$ cat config.mk
export PLATFORM = sky130hd
export DESIGN_NAME = hilo_mult_seq
export DESIGN_NICKNAME = d
export VERILOG_FILES = /design/src/rtl/hilo_pkg.sv /design/src/rtl/hilo_regs.sv /design/src/rtl/hilo_mult_seq.sv
export SDC_FILE = /design/constraint.sdc
export NUM_CORES = 1
export LEC_CHECK = 0
export BUFFER_PORTS_ARGS = -buffer_cell sky130_fd_sc_hd__buf_2
export CORE_AREA = 2 2 115 117
export CTS_CLUSTER_SIZE = 28
export DETAILED_ROUTE_END_ITERATION = 10
export DIE_AREA = 0 0 117 119
export PLACE_DENSITY = 0.83
export SLEW_MARGIN = 5
export SYNTH_ARGS = -nofsm -noshare
export SYNTH_HDL_FRONTEND = slang
export SYNTH_HIERARCHICAL = 1
export SYNTH_SLANG_ARGS = --single-unit
$ cat constraint.sdc
create_clock -name clk_i -period 2.4 [get_ports clk_i]
set_clock_uncertainty 0.1 [all_clocks]
set_input_delay 0.12 -clock clk_i [delete_from_list [all_inputs] [get_ports clk_i]]
set_output_delay 0.12 -clock clk_i [all_outputs]
set_load 0.02 [all_outputs]
$ cat src/rtl/hilo_pkg.sv
// hilo_pkg: shared width, FSM state type and reset value for the HI/LO multiply unit.
package hilo_pkg;

    localparam int XLEN = 32;

    typedef enum logic {
        IDLE = 1'b0,
        WAIT = 1'b1
    } state_e;

    localparam logic [XLEN-1:0] HILO_RST = '0;

    // A LATENCY of 1 still needs a one-bit counter to hold the zero value.
    function automatic int cntWidth(input int lat);
        return (lat > 1) ? $clog2(lat) : 1;
    endfunction

endpackage

$ cat src/rtl/hilo_regs.sv
// hilo_regs: architectural HI/LO pair with a product capture port that has
// priority over the independent direct-write port (MTHI/MTLO).
module hilo_regs
    import hilo_pkg::*;
(
    input  logic            clk_i,
    input  logic            rst_n_i,
    input  logic            cap_en_i,
    input  logic [XLEN-1:0] cap_hi_i,
    input  logic [XLEN-1:0] cap_lo_i,
    input  logic            wr_hi_en_i,
    input  logic            wr_lo_en_i,
    input  logic [XLEN-1:0] wr_data_i,
    output logic [XLEN-1:0] hi_o,
    output logic [XLEN-1:0] lo_o
);

    logic [XLEN-1:0] hi_q, hi_d;
    logic [XLEN-1:0] lo_q, lo_d;

    always_comb begin
        hi_d = hi_q;
        lo_d = lo_q;
        if (cap_en_i) begin
            hi_d = cap_hi_i;
            lo_d = cap_lo_i;
        end else begin
            if (wr_hi_en_i) hi_d = wr_data_i;
            if (wr_lo_en_i) lo_d = wr_data_i;
        end
    end

    always_ff @(posedge clk_i) begin
        if (!rst_n_i) begin
            hi_q <= HILO_RST;
            lo_q <= HILO_RST;
        end else begin
            hi_q <= hi_d;
            lo_q <= lo_d;
        end
    end

    assign hi_o = hi_q;
    assign lo_o = lo_q;

endmodule

$ cat src/rtl/hilo_mult_seq.sv
// hilo_mult_seq: valid/ready front end and HI/LO back end for the shared 32x32 multiplier.
// Define HILO_MULTU_EN to register req_unsigned into opnd_unsigned for MULTU support.
module hilo_mult_seq
    import hilo_pkg::*;
#(
    parameter int LATENCY = 4
) (
    input  logic            clk_i,
    input  logic            rst_n_i,
    input  logic            req_valid_i,
    output logic            req_ready_o,
    input  logic            req_unsigned_i,
    input  logic [XLEN-1:0] op_a_i,
    input  logic [XLEN-1:0] op_b_i,
    output logic [XLEN-1:0] opnd_a_o,
    output logic [XLEN-1:0] opnd_b_o,
    output logic            opnd_unsigned_o,
    input  logic [XLEN-1:0] mul_hi_i,
    input  logic [XLEN-1:0] mul_lo_i,
    input  logic            wr_hi_en_i,
    input  logic            wr_lo_en_i,
    input  logic [XLEN-1:0] wr_data_i,
    output logic [XLEN-1:0] hi_o,
    output logic [XLEN-1:0] lo_o,
    output logic            busy_o,
    output logic            done_o
);

    localparam int CNT_W = cntWidth(LATENCY);
    localparam logic [CNT_W-1:0] CNT_LOAD = CNT_W'(LATENCY - 1);

    generate
        if (LATENCY < 1) begin : gLatencyCheck
            $error("hilo_mult_seq: LATENCY must be at least 1");
        end
    endgenerate

    state_e           state_q, state_d;
    logic [CNT_W-1:0] cnt_q, cnt_d;
    logic [XLEN-1:0]  opndA_q, opndA_d;
    logic [XLEN-1:0]  opndB_q, opndB_d;
    logic             done_q, done_d;
    logic             accept;
    logic             captureEn;
    logic             isIdle;

    // The counter is loaded with LATENCY-1 so capture lands exactly LATENCY edges after acceptance.
    always_comb begin
        state_d   = state_q;
        cnt_d     = cnt_q;
        opndA_d   = opndA_q;
        opndB_d   = opndB_q;
        done_d    = 1'b0;
        accept    = 1'b0;
        captureEn = 1'b0;
        case (state_q)
            IDLE: begin
                if (req_valid_i) begin
                    accept  = 1'b1;
                    opndA_d = op_a_i;
                    opndB_d = op_b_i;
                    cnt_d   = CNT_LOAD;
                    state_d = WAIT;
                end
            end
            WAIT: begin
                if (cnt_q != '0) begin
                    cnt_d = cnt_q - CNT_W'(1);
                end else begin
                    captureEn = 1'b1;
                    done_d    = 1'b1;
                    state_d   = IDLE;
                end
            end
        endcase
    end

    always_ff @(posedge clk_i) begin
        if (!rst_n_i) begin
            state_q <= IDLE;
            cnt_q   <= '0;
            opndA_q <= HILO_RST;
            opndB_q <= HILO_RST;
            done_q  <= 1'b0;
        end else begin
            state_q <= state_d;
            cnt_q   <= cnt_d;
            opndA_q <= opndA_d;
            opndB_q <= opndB_d;
            done_q  <= done_d;
        end
    end

`ifdef HILO_MULTU_EN
    logic opndUns_q, opndUns_d;

    assign opndUns_d = accept ? req_unsigned_i : opndUns_q;

    always_ff @(posedge clk_i) begin
        if (!rst_n_i) begin
            opndUns_q <= 1'b0;
        end else begin
            opndUns_q <= opndUns_d;
        end
    end

    assign opnd_unsigned_o = opndUns_q;
`else
    logic unusedReqUnsigned;

    // Without MULTU every request is signed; the select input is deliberately ignored.
    assign unusedReqUnsigned = req_unsigned_i ^ accept;
    assign opnd_unsigned_o   = 1'b0;
`endif

    assign isIdle = (state_q == IDLE);

    // Direct writes are only honoured in IDLE; a same-cycle capture always wins inside hilo_regs.
    hilo_regs uRegs (
        .clk_i      (clk_i),
        .rst_n_i    (rst_n_i),
        .cap_en_i   (captureEn),
        .cap_hi_i   (mul_hi_i),
        .cap_lo_i   (mul_lo_i),
        .wr_hi_en_i (wr_hi_en_i & isIdle),
        .wr_lo_en_i (wr_lo_en_i & isIdle),
        .wr_data_i  (wr_data_i),
        .hi_o       (hi_o),
        .lo_o       (lo_o)
    );

    assign req_ready_o = isIdle;
    assign busy_o      = ~isIdle;
    assign done_o      = done_q;
    assign opnd_a_o    = opndA_q;
    assign opnd_b_o    = opndB_q;

endmodule

Word level (Yosys, flattened, before mapping)
Cells that the tools add are included.
Storage, ports and cells
  register bits: 132
  bits of input ports: 166
  output and inout port bits: 132
  logic and storage cells: 30
Cells by class
  add/sub/neg operators: 1
  equal/unequal tests: 2
  multiplexer cells: 12
  bitwise logic cells: 3
  reduce and logical (&&, ||, !) cells: 5
Operators by type and width (number)
  32-bit two-way mux: 4
  2-bit nonzero test: 3
  1-bit two-way mux: 4
  2-bit two-way mux: 2
  2-bit case mux with 2 select lines: 1
  2-bit AND reduction: 2
  1-bit bitwise AND: 2
  2-bit by 1-bit inequality test with 1-bit output (second input constant): 1
  2-bit inequality test (second input constant): 1
  1-bit case mux with 2 select lines: 1
  2-bit by 1-bit subtractor with 2-bit output (second input constant): 1
  1-bit inverter: 1

Depth between registers and ports, before layout
Gate-level depths: netlist (run 1).
  depth in word-level cells: 4
  mapped depth: 7
  depth with buffers taken out: 5

Cells and area by module
Netlist (run 1), hierarchy kept.
By module, submodules not included
  hilo_regs: instances 1, cells an instance 285, area an instance 3529.6 um2, seq. area each 1281.2 um2
  hilo_mult_seq: instances 1, cells an instance 301, area an instance 2673.8 um2, seq. area each 1361.3 um2

Least setup slack after synthesis (run 1)
No wires, ideal clock.
  kind: register to register
  start point: register state_q (netlist: busy_o)
  end point: register uRegs.lo_q[10] (netlist: uRegs/lo_o[10])
  library setup time: 116 ps
  arrival: 1493 ps
  data required time: 2184 ps
  slack: 691 ps
  cell stages (with the launch flop): 6
  buffers on the path: 2
  clock period less this slack: 1709 ps
  cells stage by stage: dfxtp_1 > and2b_1 > buf_6 > buf_12 > mux2_4 > o211a_1
Between the ends
  longest elaborated chain between the ends: 3
  elaborated cells between the ends (all ways): 5
  classes of those cells: mux: 2; bitwise: 2; reduce/logical: 1
RTL lines
  start, declared: line hilo_mult_seq.sv:38  | state_e state_q, state_d;
  start signal, assigned: line hilo_mult_seq.sv:86  | state_q <= state_d;
  1-bit inverter
  1-bit bitwise AND: line hilo_mult_seq.sv:126  | .wr_lo_en_i (wr_lo_en_i & isIdle),
  2-bit nonzero test (no line)
  end signal, assigned: line hilo_regs.sv:39  | lo_q <= lo_d;
  end, declared: line hilo_regs.sv:19  | logic [XLEN-1:0] lo_q, lo_d;
Parallel ways exist; a longest one is shown, timed or not.
A chain may end at the register's enable or synchronous reset.

Worst setup path after layout (run 1)
  start point: register state_q (netlist: busy_o)
  end point: register uRegs.hi_q[16] (netlist: uRegs/hi_o[16])
Between the ends
  elaborated cells between the ends (all ways): 5
  classes of those cells: mux: 2; bitwise: 2; reduce/logical: 1
RTL lines
  1-bit two-way mux (*)
  named net captureEn: line hilo_mult_seq.sv:44  | logic captureEn;
  32-bit two-way mux / 2-bit nonzero test (equally long branches)
  end signal, assigned: line hilo_regs.sv:38  | hi_q <= hi_d;
  end, declared: line hilo_regs.sv:18  | logic [XLEN-1:0] hi_q, hi_d;
Mark *: on every way through the listed nets, which the timed path passes. The rest lies on a longest branch.

==> results of run 1 <==
## area by class of cell
cell class | count | share of cell area, %
repair buffers | 495 | 34.7
inverters | 3 | 0.110
flip-flops and latches | 132 | 25.9
multi-input cells | 400 | 31.1
clock inverters | 13 | 1.69
well taps | 176 | 2.16
clock buffers | 19 | 4.34
## routing by layer
metal  track usage [%]  vias to the layer above
li1                  -                     2922
met1              32.9                     3067
met2              57.1                      359
met3              9.72                       82
met4              18.7                        0
met5                 0                        -
## logic make-up (layout without fill, tap and decap cells)
family          Yosys count  after routing  share of synthesized area [%]
other cells               1              1                         0.0605
mux                      64             64                           15.2
fa+ha+maj                 1              1                          0.202
simple gates            204            204                           15.7
flops                   132            132                           42.6
buf+inv                  54            530                           6.60
compound gates          130            130                           19.6
## metrics by stage
| step | instances | total power, mW | hold WS, ns | cell area [um2] |
|---|---|---|---|---|
| floorplan | 586 | 3.48 | 0.155 | 6200 |
| detailed placement | 1018 | 3.89 | 0.265 | 7690 |
| CTS | 1238 | 6.90 | 0.000586 | 10200 |
| global placement | 1018 | 3.86 | 0.259 | 7690 |
| global route | 1238 | 7.22 | 0.0195 | 10200 |
| finish | 1238 | 6.98 | 0.0363 | 10200 |
## what timing repair did
action                     4_1_cts  5_1_grt
hold buffers                   188        0
setup endpoints to repair        0        1
hold endpoints to repair       128        0
gates resized for setup          0        1
## power breakdown
part,switching [mW],internal [mW],leakage [nW],total (mW)
clock network,1.03,1.68,0.287,2.71
logic,0.840,0.930,4.09,1.77
registers,0.111,2.39,1.09,2.50
total,1.98,5.00,5.46,6.98
## worst register-to-register path, stage by stage, from the launching register on
cell and delay [ns]:
dfxtp_1 0.45, buf_4 0.20, and2_4 0.18, buf_16 0.25, or2b_1 0.33, o211a_1 0.13
dlygate4sd3_1 0.56
## synth_stat cells
library cell    n
dfxtp_1       132
nand2_1       130
o211a_1        66
mux2_4         60
nand2b_1       44
a21boi_1       40
or2b_1         21
a21boi_2       20
clkbuf_1       18
buf_2          14
buf_12          6
buf_6           5
a21boi_0        4
buf_8           4
mux2_2          4
inv_1           3
nor2b_1         3
and2_1          2
buf_4           2
nor2_1          2
and2b_1         1
and3_1          1
buf_1           1
clkbuf_2        1
conb_1          1
ha_1            1
## flip-flops by register name (all words and copies together), names as in the netlist
register / flops
opnd_b_o: 32
opnd_a_o: 32
done_o: 1
uRegs/lo_o: 32
uRegs/hi_o: 32
cnt_q: 2
busy_o: 1
## worst max path at each step
stage,to,cells past startpoint
after global placement,uRegs/hi_o[14],5
after global routing,uRegs/hi_o[8],6
after floorplan,uRegs/lo_o[10],5
after detailed placement,uRegs/hi_o[16],5
final,uRegs/hi_o[16],6
after CTS,uRegs/hi_o[16],6
==> impl_metrics.yaml, run 1 <==
outcome:
  status: "finished clean"
timing:
  setup_viol: 0
  rsz0062_at_grt: "false"
  relSlewSlack_pct: 61.5
  fmax_ghz: 0.431
  slew_viol_final: 0
  min_period_ns: 2.32
  min_period_over_period_pct: 96.7
  fin_setup_tns_ns: 0
  worstMarginPinSlew_ns: 0.577
  fin_ws_ns: 0.0798
  hold_viol: 0
synth:
  ys_ff_latch: 132
  synth_top_area_share_pct: 42.6
  yosys-top-cells-area: "dfxtp_1 (43%), mux2_4 (15%), o211a_1 (11%)"
  netlist_area_um2: 6200
  synth.yosys.warnings: 6
  ys_seq_area_share_pct: 42.6
  yosys.cell_types.count: 26
  synth_area_per_cell_um2: 10.6
  synth_nets: 753
  syn_inst: 586
  yosysTopAreaCell: "dfxtp_1"
hold_path:
  hold_start: "wr_data_i[6]"
  hold_depth: 3
  min_to: "uRegs/lo_o[6]"
  min_path_type: "in -> reg"
critical_path:
  crit_fanout: 73
  path_buf_inv: 3
  crit_arrival_ns: 2.51
  rr_endpoint: "uRegs/hi_o[16]"
  cp_data_required_time_ns: 2.59
  start_kind: "flop"
  cp_slowest_cell: "dlygate4sd3_1"
  cp_top_family: "buffers and inverters"
  worstSetupPathType: "reg -> reg"
  startpoint: "busy_o"
  crit_chain: "buf_4 > and2_4 > buf_16 > or2b_1 > o211a_1 > dlygate4sd3_1"
  reg2reg_from: "busy_o"
  endpoint_kind: "flop"
  critical_path.max_stage_delay_ns: 0.56
  r2r_slack_ns: 0.08
  r2r.worst_path.cells: 6
routing:
  firstDrtPassIters: 5
  drtIter0Drc: 363
  viasPerCell: 5.19
  route.detailed.wl_per_inst_um: 18.3
  dr_total_vias: 6430
  drc_errors: 0
  finalWirelength_mm: 22.7
  ant_nets: 0
  top_layer: "met4"
  met3_length_mm: 1.75
  route.met2.wl_mm: 11.7
  drt-met1-wl_mm: 8.26
cells_and_area:
  fillCellCount: 700
  register_area_um2: 2640
  syn_to_final_growth_pct: 64.4
  final_common_cell: "buf_2"
  finalNetCount: 1216
  diodes: 0
  drive_gt1_share_pct: 40.2
  utilization_pct: 79.2
  multi_input_area_um2: 3170
  final_cell_mix: "buf_2 (294), dlygate4sd3_1 (188), dfxtp_1 (132)"
clocking:
  clock_path_buffers: 2
  clkSlewWorstSetupHoldPaths_ns: 0.06
  htreeDepth: 4
  clock_latency_ns: 0.41
  post_cts_buffers: 0
  cts-root-buf: "clkbuf_16"
  clock-sinks: 132
  cts_tree: "yes"
  cts_buffers: 17
global_routing:
  grt_max_degree: 74
  track_usage_pct: 32.2
  overflow: 0
  first_global_vias: 6913
  antenna_found_initial: 0
  grt_pass1_wl_mm: 34.8
floorplanning:
  rows: 42
  core_area_um2: 12900
  start_util_pct: 48.2
  dieArea_um2: 13900
  io_pins: 298
  die_w_um: 117
  fp.dieH_um: 119
power_and_ir_drop:
  p_per_area_nw_per_um2: 685
  p_leak_nw: 5.46
  peakVddDrop_mv: 0.521
place:
  port_buffers: 295
  dp_worst_setup_slack_ns: 0.657
  dp_hpwl_mm: 11.1
  gp_congestion: 0.771
run:
  max-cap-violations: 0
Note: power is estimated with default switching activity, not from simulation.
==> run 2, diff against run 1 <==
--- a/config.mk
+++ b/config.mk
@@ -5,7 +5,7 @@
 export SDC_FILE = /design/constraint.sdc
 export NUM_CORES = 1
 export LEC_CHECK = 0
-export BUFFER_PORTS_ARGS = -buffer_cell sky130_fd_sc_hd__buf_2
+export BUFFER_PORTS_ARGS = -buffer_cell sky130_fd_sc_hd__buf_4
 export CORE_AREA = 2 2 115 117
 export CTS_CLUSTER_SIZE = 28
 export DETAILED_ROUTE_END_ITERATION = 10
==> impl_metrics.yaml, run 2 (same netlist as run 1, synthesis figures left out) <==
timing:
  fmax_ghz: 0.424
  hold_viol: 0
  relSlewSlack_pct: 61.8
  worstMarginPinSlew_ns: 0.572
  fin_ws_ns: 0.0436
  rsz0062_at_grt: "false"
  slew_viol_final: 0
  min_period_over_period_pct: 98.2
  min_period_ns: 2.36
  fin_setup_tns_ns: 0
  setup_viol: 0
floorplanning:
  fp.dieH_um: 119
  rows: 42
  die_w_um: 117
  dieArea_um2: 13900
  start_util_pct: 48.2
  io_pins: 298
  core_area_um2: 12900
routing:
  drc_errors: 0
  finalWirelength_mm: 24.1
  route.detailed.wl_per_inst_um: 19.4
  viasPerCell: 5.22
  ant_nets: 0
  firstDrtPassIters: 6
  dr_total_vias: 6472
  drtIter0Drc: 481
cells_and_area:
  fillCellCount: 591
  finalNetCount: 1219
  diodes: 0
  utilization_pct: 85.1
  syn_to_final_growth_pct: 76.5
  drive_gt1_share_pct: 40.4
  final_cell_mix: "buf_4 (302), dlygate4sd3_1 (189), dfxtp_1 (132)"
  final_common_cell: "buf_4"
  multi_input_area_um2: 3180
  register_area_um2: 2640
critical_path:
  endpoint_kind: "flop"
  crit_arrival_ns: 2.55
  r2r_slack_ns: 0.04
  r2r.worst_path.cells: 5
  crit_fanout: 19
  rr_endpoint: "uRegs/lo_o[14]"
  worstSetupPathType: "reg -> reg"
  start_kind: "flop"
  cp_data_required_time_ns: 2.59
  reg2reg_from: "busy_o"
power_and_ir_drop:
  combPwrFrac_pct: 27.3
  p_leak_nw: 5.63
  seq_power_share_pct: 35.1
  clkPwrFrac_pct: 37.6
  switching_share_pct: 27.8
  p_per_area_nw_per_um2: 653
  p_sw_mw: 1.99
  intPower_mw: 5.17
  peakVddDrop_mv: 0.530
global_routing:
  grt_max_degree: 65
  first_global_vias: 6981
  track_usage_pct: 33.6
  overflow: 0
  antenna_found_initial: 0
  grt_pass1_wl_mm: 35.9
place:
  gp_congestion: 0.807
  dp_hpwl_mm: 11.8
  port_buffers: 295
  dp_worst_setup_slack_ns: 0.476
clocking:
  clkSlewWorstSetupHoldPaths_ns: 0.06
  clock_path_buffers: 2
  cts-root-buf: "clkbuf_16"
  clock_latency_ns: 0.42
  clock-sinks: 132
  cts_tree: "yes"
  cts_buffers: 17
  htreeDepth: 4
outcome:
  status: "finished clean"
hold_path:
  hold_start: "req_valid_i"
  min_path_type: "in -> reg"
  hold_depth: 4
  min_to: "busy_o"
run:
  max-cap-violations: 0
run 2: cell types whose count changed in the layout (fill, tap and decap cells not counted):
cell / before / now
clkinvlp_4: 4 / 1
inv_6: 3 / 0
clkinv_2: 0 / 5
dlygate4sd3_1: 188 / 189
clkbuf_1: 1 / 0
clkbuf_8: 1 / 2
buf_2: 294 / 0
and2_2: 0 / 1
clkinv_4: 3 / 4
buf_4: 7 / 302
run 2: routing by layer:
metal  vias up  track usage, %  share of wire, %
met2       347            58.2                50
met3        85            11.3               8.7
met4         0            18.2               4.7
li1       2920               -                 -
met1      3120            35.2                36
met5         -               0                 0
run 2: what timing repair did:
action	CTS	global route
endpoints found under the hold margin	128	0
endpoints found under the setup margin	0	26
hold buffers	189	0
setup buffers	0	3
gates resized for setup	0	1
run 2: how the worst max path moves through the flow:
| stage | startpoint | end | slack, ns | cells past startpoint |
|---|---|---|---|---|
| after CTS | busy_o | uRegs/hi_o[27] | 0.07 | 5 |
| after floorplan | busy_o | uRegs/lo_o[10] | 0.69 | 5 |
| after detailed placement | busy_o | uRegs/hi_o[8] | 0.48 | 5 |
| after global routing | busy_o | uRegs/lo_o[31] | 0.005 | 5 |
| after global placement | busy_o | uRegs/hi_o[8] | 0.51 | 5 |
| final | busy_o | uRegs/lo_o[14] | 0.04 | 5 |
run 2: critical path: stages (launching register included):
cell	delay (ns)
dfxtp_1	0.37
and2b_2	0.24
buf_4	0.36
mux2_4	0.35
o211a_1	0.21
dlygate4sd3_1	0.57
run 2: power groups by stage:
stage / Sequential (mW) / Clock, mW / Combinational [mW]
finish: 2.51 / 2.69 / 1.95
detailed placement: 2.54 / 0 / 1.54
global placement: 2.53 / 0 / 1.52
global route: 2.53 / 2.80 / 2.05
CTS: 2.49 / 2.70 / 1.85
floorplan: 2.76 / 0 / 0.711
run 2: cell type report:
| class | count | share of cell area [%] |
|---|---|---|
| multi-input cells | 401 | 29.0 |
| flip-flops and latches | 132 | 24.1 |
| inverters | 3 | 0.103 |
| clock buffers | 19 | 4.14 |
| clock inverters | 13 | 1.44 |
| well taps | 176 | 2.01 |
| repair buffers | 497 | 39.1 |
run 2: metrics by stage:
step                      power, mW  cells  hold WS (ns)  area, um2
after floorplan                3.48    586         0.155       6200
after global placement         4.05   1016         0.265       8410
after detailed placement       4.08   1016         0.275       8410
after CTS                      7.04   1237        0.0493      10900
after global routing           7.38   1241         0.107      11000
final                          7.16   1241        0.0549      11000
==> run 3, diff against run 2 <==
--- a/config.mk
+++ b/config.mk
@@ -5,14 +5,14 @@
 export SDC_FILE = /design/constraint.sdc
 export NUM_CORES = 1
 export LEC_CHECK = 0
+export ABC_CLOCK_PERIOD_IN_PS = 2400
 export BUFFER_PORTS_ARGS = -buffer_cell sky130_fd_sc_hd__buf_4
 export CORE_AREA = 2 2 115 117
 export CTS_CLUSTER_SIZE = 28
 export DETAILED_ROUTE_END_ITERATION = 10
 export DIE_AREA = 0 0 117 119
-export PLACE_DENSITY = 0.83
+export PLACE_DENSITY = 0.75
 export SLEW_MARGIN = 5
 export SYNTH_ARGS = -nofsm -noshare
 export SYNTH_HDL_FRONTEND = slang
-export SYNTH_HIERARCHICAL = 1
 export SYNTH_SLANG_ARGS = --single-unit
==> impl_metrics.yaml, run 3 <==
timing:
  setup_viol: 0
  slew_viol_final: 0
  fmax_ghz: 0.433
  min_period_ns: 2.31
  rsz0062_at_grt: "false"
  fin_setup_tns_ns: 0
  hold_viol: 0
  min_period_over_period_pct: 96.3
power_and_ir_drop:
  peakVddDrop_mv: 0.484
  seq_power_share_pct: 36.2
  intPower_mw: 4.98
  combPwrFrac_pct: 25.4
  clkPwrFrac_pct: 38.4
  switching_share_pct: 28.5
  p_sw_mw: 1.98
  p_leak_nw: 4.60
  p_per_area_nw_per_um2: 695
place:
  placed_cell_area_um2: 7420
  gp_congestion: 0.775
  dp_hpwl_mm: 11.4
  port_buffers: 295
synth:
  yosysTopAreaCell: "dfxtp_1"
  synth_top_area_share_pct: 50.7
  synth_nets: 788
  netlist_area_um2: 5210
  synth_edf_count: 0
  async_flop_share_pct: 0
  synth.yosys.warnings: 0
  synthTopCellsByCount: "nand2_1 (227), dfxtp_1 (132), a31oi_1 (64)"
  ys_seq_area_share_pct: 50.7
  ys_ff_latch: 132
  yosysMostFrequentCell: "nand2_1"
  synth_ff_type: "dfxtp_1"
  yosys.cell_types.count: 21
  syn_inst: 620
  yosys-top-cells-area: "dfxtp_1 (51%), nand2_1 (16%), a31oi_1 (7.7%)"
  synth_area_per_cell_um2: 8.41
hold_path:
  min_path_type: "in -> reg"
clocking:
  htreeDepth: 4
  clkSlewWorstSetupHoldPaths_ns: 0.06
  cts-root-buf: "clkbuf_16"
  cts_buffers: 17
  clock-sinks: 132
  clock_latency_ns: 0.41
  cts_tree: "yes"
  clock_path_buffers: 2
global_routing:
  overflow: 0
  first_global_vias: 6707
  grt_max_degree: 71
  grt_pass1_wl_mm: 33.5
  track_usage_pct: 30.9
  antenna_found_initial: 0
routing:
  drtIter0Drc: 453
  finalWirelength_mm: 22.8
  dr_total_vias: 6612
  firstDrtPassIters: 5
  route.detailed.wl_per_inst_um: 17.8
  ant_nets: 0
  drc_errors: 0
  viasPerCell: 5.17
critical_path:
  crit_chain: "inv_1 > ha_1 > and2_2 > buf_12 > nand2_1 > a31oi_1 > dlygate4sd3_1"
  critical_path.max_stage_delay_ns: 0.62
  cp_top_family: "buffers and inverters"
  cp_slowest_cell: "dlygate4sd3_1"
  crit_fanout: 64
  crit_arrival_ns: 2.56
  endpoint_kind: "flop"
  cp_data_required_time_ns: 2.65
  start_kind: "flop"
  worstSetupPathType: "reg -> reg"
  path_buf_inv: 3
cells_and_area:
  drive_gt1_share_pct: 31.6
  final_common_cell: "buf_4"
  diodes: 0
  design_area_um2: 10000
  final_cell_mix: "buf_4 (303), nand2_1 (227), dlygate4sd3_1 (192)"
  syn_to_final_growth_pct: 92.2
  finalNetCount: 1258
floorplanning:
  fp.dieH_um: 119
  rows: 42
  dieArea_um2: 13900
  start_util_pct: 40.5
  io_pins: 298
  core_area_um2: 12900
  die_w_um: 117
outcome:
  status: "finished clean"
run:
  max-cap-violations: 0
[run 3: metal layers]
layer	GRT usage [%]	vias up	wire, um
met5	0	-	0
met4	17.9	0	1200
met3	8.14	91	2010
met2	52.8	418	10900
met1	34.1	3057	8640
li1	-	3046	-
[run 3: worst paths after layout]
path	from	endpoint	slack (ns)	cells after the start
min reg2reg	opnd_b_o[6]	opnd_b_o[6]	0.36	2
max reg2reg	cnt_q[0]	uRegs.hi_o[5]	0.09	7
max	cnt_q[0]	uRegs.hi_o[5]	0.09	7
min	rst_n_i	opnd_a_o[5]	0.08	2
[run 3: cell families (layout without fill, tap and decap cells)]
logic type	after synthesis	in the layout	share of synthesized area, %
multiplexers	2	4	0.576
other	1	1	0.0719
flip-flops	132	132	50.7
AO/OA/AOI/OAI	195	195	23.5
buffers and inverters	55	536	7.59
adder cells (fa/ha/maj)	2	2	0.480
AND/OR/NAND/NOR	233	233	17.1
[run 3: per-stage QoR]
stage | hold WS, ns | instances | worst slack (ns) | power [mW] | util (%)
after floorplan | 0.155 | 620 | 0.933 | 3.26 | -
after global placement | 0.268 | 1050 | 0.707 | 3.84 | 57.6
after detailed placement | 0.279 | 1050 | 0.644 | 3.86 | 57.6
after CTS | 0.0502 | 1274 | 0.110 | 6.85 | 77.3
after global routing | 0.0797 | 1279 | 0.00485 | 7.20 | 77.8
final | 0.0752 | 1279 | 0.0881 | 6.96 | 77.8
[run 3: power by group through the flow]
stage	sequential, mW	clock [mW]	combinational, mW
final	2.52	2.67	1.77
after global routing	2.54	2.78	1.88
after CTS	2.50	2.69	1.65
after detailed placement	2.54	0	1.32
after global placement	2.54	0	1.30
after floorplan	2.77	0	0.491
[run 3: final cells by class]
type                       count  area (um2)
fill                         743        2860
timing repair buffer         501        4310
inverter                       3        11.3
clock inverter                12         154
sequential                   132        2640
clock buffer                  20         457
tap                          176         220
multi-input combinational    435        2220
[run 3: repair_timing]
action / in CTS / in global routing
endpoints found under the hold margin: 128 / 0
setup buffers: 0 / 3
hold buffers: 192 / 0
endpoints found under the setup margin: 0 / 37
resized for setup: 0 / 6
